`config.mk`:
```
export PLATFORM = sky130hd
export DESIGN_NAME = as6501_cfg_seq
export DESIGN_NICKNAME = d
export VERILOG_FILES = /design/src/rtl/as6501_cfg_seq.sv
export SDC_FILE = /design/constraint.sdc
export NUM_CORES = 1
export LEC_CHECK = 0
export CORE_ASPECT_RATIO = 0.7
export CORE_MARGIN = 2
export CORE_UTILIZATION = 55
export DETAILED_ROUTE_END_ITERATION = 12
export GPL_TIMING_DRIVEN = 0
export PLACE_DENSITY_LB_ADDON = 0.15
export SYNTH_ARGS = -nofsm -noshare
export SYNTH_HDL_FRONTEND = slang
export SYNTH_SLANG_ARGS = --single-unit
```
`constraint.sdc`:
```
create_clock -name lclk_i -period 5.4 [get_ports lclk_i]
set_clock_uncertainty 0.1 [all_clocks]
set_input_delay 0.81 -clock lclk_i [delete_from_list [all_inputs] [get_ports lclk_i]]
set_output_delay 0.81 -clock lclk_i [all_outputs]
set_load 0.01 [all_outputs]
```
`src/rtl/as6501_cfg_seq.sv`:
```
// AS6501 TDC SPI configuration sequencer: POR, write image, verify, init.
// Drives SPI mode 1 frames from a half-period counter in the lclk_i domain.
module as6501_cfg_seq #(
  parameter int NREG      = 17,
  parameter int CLK_DIV   = 2,
  parameter int SSN_GAP   = 4,
  parameter int POR_WAIT  = 200,
  parameter int MAX_RETRY = 3
) (
  input  logic              lclk_i,
  input  logic              lrst_i,
  input  logic              start_i,
  input  logic [8*NREG-1:0] cfg_data_i,
  output logic              spi_sck_o,
  output logic              spi_ssn_o,
  output logic              spi_mosi_o,
  input  logic              spi_miso_i,
  output logic              busy_o,
  output logic              cfg_done_o,
  output logic              cfg_error_o,
  output logic [1:0]        retry_cnt_o,
  output logic [4:0]        mismatch_addr_o
);

  localparam logic [3:0] S_IDLE  = 4'd0;
  localparam logic [3:0] S_POR   = 4'd1;
  localparam logic [3:0] S_PORW  = 4'd2;
  localparam logic [3:0] S_WRITE = 4'd3;
  localparam logic [3:0] S_GAP   = 4'd4;
  localparam logic [3:0] S_READ  = 4'd5;
  localparam logic [3:0] S_INIT  = 4'd6;
  localparam logic [3:0] S_DONE  = 4'd7;
  localparam logic [3:0] S_ERR   = 4'd8;

  // halves: lead, 2 per bit; SSN rises on entering the last one
  localparam logic [9:0]  LONG_H  = 10'(16*NREG+17);
  localparam logic [9:0]  SHORT_H = 10'd17;
  localparam logic [15:0] DIV_L   = 16'(CLK_DIV-1);
  localparam logic [15:0] GAP_L   = 16'(SSN_GAP-1);
  localparam logic [15:0] PORW_L  = 16'(POR_WAIT-1);
  localparam logic [1:0]  RETRY_L = 2'(MAX_RETRY);

  logic [3:0]        state_q, state_d, nxt_q, nxt_d;
  logic [15:0]       cnt_q, cnt_d;
  logic [9:0]        half_q, half_d, half_n, last_h;
  logic              ssn_q, ssn_d, sck_q, sck_d, mosi_q, mosi_d;
  logic [7:0]        rx_q, rx_d, rx_full;
  logic              mm_seen_q, mm_seen_d;
  logic [4:0]        mm_addr_q, mm_addr_d, mis_q, mis_d;
  logic [1:0]        retry_q, retry_d;
  logic              done_q, done_d, err_q, err_d;
  logic [8*NREG-1:0] img_q, img_d;
  logic [7:0]        tx_b, rx_b, op, tx_byte;
  logic              frame_go;

  function automatic logic [7:0] img_at(
    input logic [8*NREG-1:0] img,
    input logic [4:0]        a
  );
    return img[8*a +: 8];
  endfunction

  always_comb begin
    half_n  = half_q + 10'd1;
    last_h  = (state_q == S_WRITE || state_q == S_READ) ? LONG_H : SHORT_H;
    tx_b    = 8'(half_q >> 1);
    rx_b    = 8'((half_q - 10'd1) >> 1);
    rx_full = {rx_q[6:0], spi_miso_i};
    op      = 8'h18;
    if (state_q == S_POR)   op = 8'h30;
    if (state_q == S_WRITE) op = 8'h80;
    if (state_q == S_READ)  op = 8'h40;
    tx_byte = 8'h00;
    if (tx_b[7:3] == 5'd0) tx_byte = op;
    else if (state_q == S_WRITE) tx_byte = img_at(img_q, tx_b[7:3] - 5'd1);
  end

  always_comb begin
    state_d   = state_q;
    nxt_d     = nxt_q;
    cnt_d     = cnt_q;
    half_d    = half_q;
    ssn_d     = ssn_q;
    sck_d     = sck_q;
    mosi_d    = mosi_q;
    rx_d      = rx_q;
    mm_seen_d = mm_seen_q;
    mm_addr_d = mm_addr_q;
    mis_d     = mis_q;
    retry_d   = retry_q;
    done_d    = done_q;
    err_d     = err_q;
    img_d     = img_q;
    frame_go  = 1'b0;
    case (state_q)
      S_IDLE, S_DONE, S_ERR: begin
        if (start_i) begin
          state_d  = S_POR;
          frame_go = 1'b1;
          done_d   = 1'b0;
          err_d    = 1'b0;
          retry_d  = 2'd0;
          img_d    = cfg_data_i;
        end
      end
      S_POR, S_WRITE, S_READ, S_INIT: begin
        if (cnt_q != DIV_L) begin
          cnt_d = cnt_q + 16'd1;
        end else begin
          cnt_d  = 16'd0;
          half_d = half_n;
          if (half_n == last_h) begin
            ssn_d   = 1'b1;
            state_d = S_GAP;
            if (state_q == S_POR) state_d = S_PORW;
            if (state_q == S_WRITE) nxt_d = S_READ;
            if (state_q == S_INIT) nxt_d = S_DONE;
            if (state_q == S_READ) begin
              nxt_d = S_INIT;
              if (mm_seen_q) begin
                mis_d = mm_addr_q;
                if (retry_q < RETRY_L) begin
                  retry_d = retry_q + 2'd1;
                  nxt_d   = S_WRITE;
                end else begin
                  nxt_d = S_ERR;
                end
              end
            end
          end else if (half_n[0]) begin
            sck_d  = 1'b1;
            mosi_d = tx_byte[~tx_b[2:0]];
          end else begin
            sck_d = 1'b0;
            rx_d  = rx_full;
            // first mismatch of the frame wins
            if (state_q == S_READ && rx_b[2:0] == 3'd7 &&
                rx_b[7:3] != 5'd0 && !mm_seen_q &&
                rx_full != img_at(img_q, rx_b[7:3] - 5'd1)) begin
              mm_seen_d = 1'b1;
              mm_addr_d = rx_b[7:3] - 5'd1;
            end
          end
        end
      end
      S_PORW: begin
        if (cnt_q == PORW_L) begin
          state_d  = S_WRITE;
          frame_go = 1'b1;
        end else begin
          cnt_d = cnt_q + 16'd1;
        end
      end
      S_GAP: begin
        if (nxt_q == S_DONE) begin
          state_d = S_DONE;
          done_d  = 1'b1;
        end else if (nxt_q == S_ERR) begin
          state_d = S_ERR;
          err_d   = 1'b1;
        end else if (cnt_q == GAP_L) begin
          state_d  = nxt_q;
          frame_go = 1'b1;
        end else begin
          cnt_d = cnt_q + 16'd1;
        end
      end
      default: state_d = S_IDLE;
    endcase
    if (frame_go) begin
      ssn_d     = 1'b0;
      cnt_d     = 16'd0;
      half_d    = 10'd0;
      mm_seen_d = 1'b0;
    end
  end

  always_ff @(posedge lclk_i) begin
    if (lrst_i) begin
      state_q   <= S_IDLE;
      nxt_q     <= S_IDLE;
      cnt_q     <= '0;
      half_q    <= '0;
      ssn_q     <= 1'b1;
      sck_q     <= 1'b0;
      mosi_q    <= 1'b0;
      rx_q      <= '0;
      mm_seen_q <= 1'b0;
      mm_addr_q <= '0;
      mis_q     <= '0;
      retry_q   <= '0;
      done_q    <= 1'b0;
      err_q     <= 1'b0;
      img_q     <= '0;
    end else begin
      state_q   <= state_d;
      nxt_q     <= nxt_d;
      cnt_q     <= cnt_d;
      half_q    <= half_d;
      ssn_q     <= ssn_d;
      sck_q     <= sck_d;
      mosi_q    <= mosi_d;
      rx_q      <= rx_d;
      mm_seen_q <= mm_seen_d;
      mm_addr_q <= mm_addr_d;
      mis_q     <= mis_d;
      retry_q   <= retry_d;
      done_q    <= done_d;
      err_q     <= err_d;
      img_q     <= img_d;
    end
  end

  assign spi_sck_o       = sck_q;
  assign spi_ssn_o       = ssn_q;
  assign spi_mosi_o      = mosi_q;
  assign busy_o          = !(state_q == S_IDLE || state_q == S_DONE ||
                             state_q == S_ERR);
  assign cfg_done_o      = done_q;
  assign cfg_error_o     = err_q;
  assign retry_cnt_o     = retry_q;
  assign mismatch_addr_o = mis_q;

endmodule

```
==> results.ini <==
[global_routing]
grt_max_degree = 20
grt_pass1_wl_mm = 50.63
grt_overflow = 0
grt_pass1_vias = 9072
track_usage_pct = 32.96
antenna_found_initial = 0

[timing]
fin_crit_sh_pct = 97.35
finalHoldViolCount = 0
min_period_ns = 5.257
setup_slack_ns = 0.1432
rsz0062_at_grt = no
fmax_mhz = 190.2
fin_setup_tns_ns = 0
whs_ns = 0.3722
setup_viol = 0
tightest_slew_ns = 1.408
relSlewSlack_pct = 4.793
drv_slew = 0

[critical_path]
critPathLaunchType = flip-flop
worstPathMaxFanout = 11
cp.arrival_ns = 5.49
worstSetupPathType = flip-flop to flip-flop
critPathCaptureType = flip-flop
cp.required_ns = 5.63

[detailed_routing]
drc = 0
vias_per_cell = 5.983
first_pass_iters = 5
wl_per_cell_um = 19.98
drtAntennaViolNets = 0
vias = 9759
drt_iter0_drc = 1204
routed_wl_mm = 32.60

[placement]
dp_hpwl_mm = 24.75
place_congestion = 0.9604
dp_slack_ns = -0.7083
port_buffers = 152

[finish]
antenna_cells = 0
area_delta_synth_final_pct = 23.74
fin_util_pct = 69.01
most-common-layout-cells = nand2_1, dfxtp_1, a21oi_1, clkdlybuf4s50_1, nor2_1
nNetsFinal = 1527
n_fill_cell = 1534
final_common_cell = nand2_1
drive_gt1_share_pct = 9.935

[clocking]
h-tree-depth = 4
postCtsHoldBufs = 0
path_clk_slew_ns = 0.08
clock_sinks = 195
cts_tree = yes
clk_latency_ns = 0.44
cts_made_buffers = 17
cts_root_buf = clkbuf_16
clockBufferDepth = 2

[power_and_ir_drop]
p_leak_nw = 4.503
power_density_nw_per_um2 = 356.0
vdd_ir_drop_max_uv = 176.0

[floorplanning]
rows = 42
die_w_um = 168.9
ios = 153
initial_core_util_pct = 55.78
die-area_um2 = 20160
core_area_um2 = 18760
dieHeight_um = 119.4

[yosys]
syn-num-nets = 1356
synthArstFlopShare_pct = 0
netlist_instances = 1205
synth.ff_latch_count = 195
synth_top_area_cell = dfxtp_1
synth_seq_area_share_pct = 37.31
synth-main-ff-cell = dfxtp_1
synth_cell_types = 64
yosysWarnings = 0
synth_edf_count = 0
synth_top_area_share_pct = 37.31
syn_area_um2 = 10460
synth_area_leaders = dfxtp_1, mux4_2, nand2_1, a21oi_1, mux2i_1
avgSynthCellArea_um2 = 8.684

[status]
outcome = finished, final reports clean

[worst_hold_path]
hold_class = flip-flop to flip-flop

[run]
cap_viol_max_count = 0

[registers in the layout, summed over array words and instances, names as in the netlist]
| name | count |
|---|---|
| cfg_error_o | 1 |
| mm_seen_q | 1 |
| spi_sck_o | 1 |
| nxt_q | 4 |
| mismatch_addr_o | 5 |
| half_q | 10 |
| spi_ssn_o | 1 |
| state_q | 4 |
| img_q | 136 |
| rx_q | 7 |
| cfg_done_o | 1 |
| retry_cnt_o | 2 |
| mm_addr_q | 5 |
| spi_mosi_o | 1 |
| cnt_q | 16 |
[synthesized netlist by cell type (6+ instances only)]
| cell type | n |
|---|---|
| dfxtp_1 | 195 |
| nand2_1 | 315 |
| inv_1 | 12 |
| nand3_1 | 17 |
| and3_1 | 9 |
| mux4_2 | 69 |
| nor4_1 | 6 |
| nand2b_1 | 6 |
| nor3_1 | 19 |
| a31oi_1 | 8 |
| xor2_1 | 26 |
| buf_2 | 8 |
| a21oi_1 | 161 |
| buf_1 | 6 |
| nor2_1 | 74 |
| clkbuf_1 | 74 |
| mux2i_1 | 45 |
| o21ai_0 | 20 |
| xnor2_1 | 29 |
| nand4_1 | 9 |
| ha_1 | 11 |
[report_power, final]
group / leakage (nW) / internal (mW) / total [mW] / switching (mW)
Sequential: 1.59 / 1.65 / 1.85 / 0.197
Clock: 0.296 / 0.675 / 1.30 / 0.628
Combinational: 2.62 / 0.598 / 1.46 / 0.863
Total: 4.50 / 2.92 / 4.61 / 1.69
[stage by stage]
stage	instances	instance area, um2	total power, mW
floorplan	1205	10460	2.751
global placement	1599	12290	3.236
detailed placement	1599	12290	3.271
CTS	1632	12940	4.571
global route	1631	12950	4.826
finish	1631	12950	4.609
[area by class of cell]
| cell class | instances | area, um2 | share of cell area, % |
|---|---|---|---|
| clock inverter | 14 | 168.9 | 1.305 |
| multi-input combinational | 905 | 6151 | 47.51 |
| sequential | 195 | 3904 | 30.15 |
| inverter | 13 | 48.80 | 0.3769 |
| tap | 242 | 302.8 | 2.339 |
| buffer | 91 | 404.1 | 3.121 |
| clock buffer | 18 | 439.2 | 3.392 |
| timing repair buffer | 153 | 1529 | 11.81 |
[critical path: stages, from the launching register on]
cell,delay (ns)
dfxtp_1,0.32
clkbuf_1,0.26
inv_1,0.25
ha_1,0.25
or3b_1,0.37
buf_6,0.16
xnor2_4,0.25
inv_2,0.11
clkbuf_4,0.27
ha_2,0.49
clkbuf_4,0.32
mux4_2,0.36
mux2i_2,0.32
mux2i_1,0.15
xor2_1,0.19
nor4_2,0.39
a31oi_4,0.23
mux2_2,0.35
[cells by family (layout without fill, tap and decap cells)]
group | Yosys count | count (layout) | share of synthesized area [%]
and+or+nand+nor | 493 | 493 | 20.38
AOI/OAI and AO/OA | 224 | 224 | 11.93
DFF | 195 | 195 | 37.31
muxes | 118 | 118 | 19.59
buffers and inverters | 105 | 289 | 4.149
xor gates and xnor gates | 58 | 58 | 5.237
adders and majority gates | 12 | 12 | 1.411
[timing repair]
action | CTS | global route
pin swaps | 1 | 0
gates resized for setup | 11 | 4
setup buffers | 1 | 0
setup endpoints to repair | 6 | 6
hold endpoints to repair | 0 | 0
[routing by layer]
| layer | vias up | GRT usage [%] | part of all wire, % |
|---|---|---|---|
| met5 | - | 0 | 0 |
| met2 | 575 | 46.16 | 41 |
| met4 | 0 | 7.489 | 1.6 |
| met3 | 41 | 8.574 | 12 |
| met1 | 4581 | 50.66 | 45 |
| li1 | 4562 | - | - |
[worst paths after layout]
check	start	endpoint	slack, ns	depth (start not counted)
max	half_q[1]	mm_addr_q[0]	0.14	17
min reg2reg	img_q[104]	img_q[104]	0.37	2
max reg2reg	half_q[1]	mm_addr_q[0]	0.14	17
min	img_q[104]	img_q[104]	0.37	2
Power figures use the tool's default switching activity.
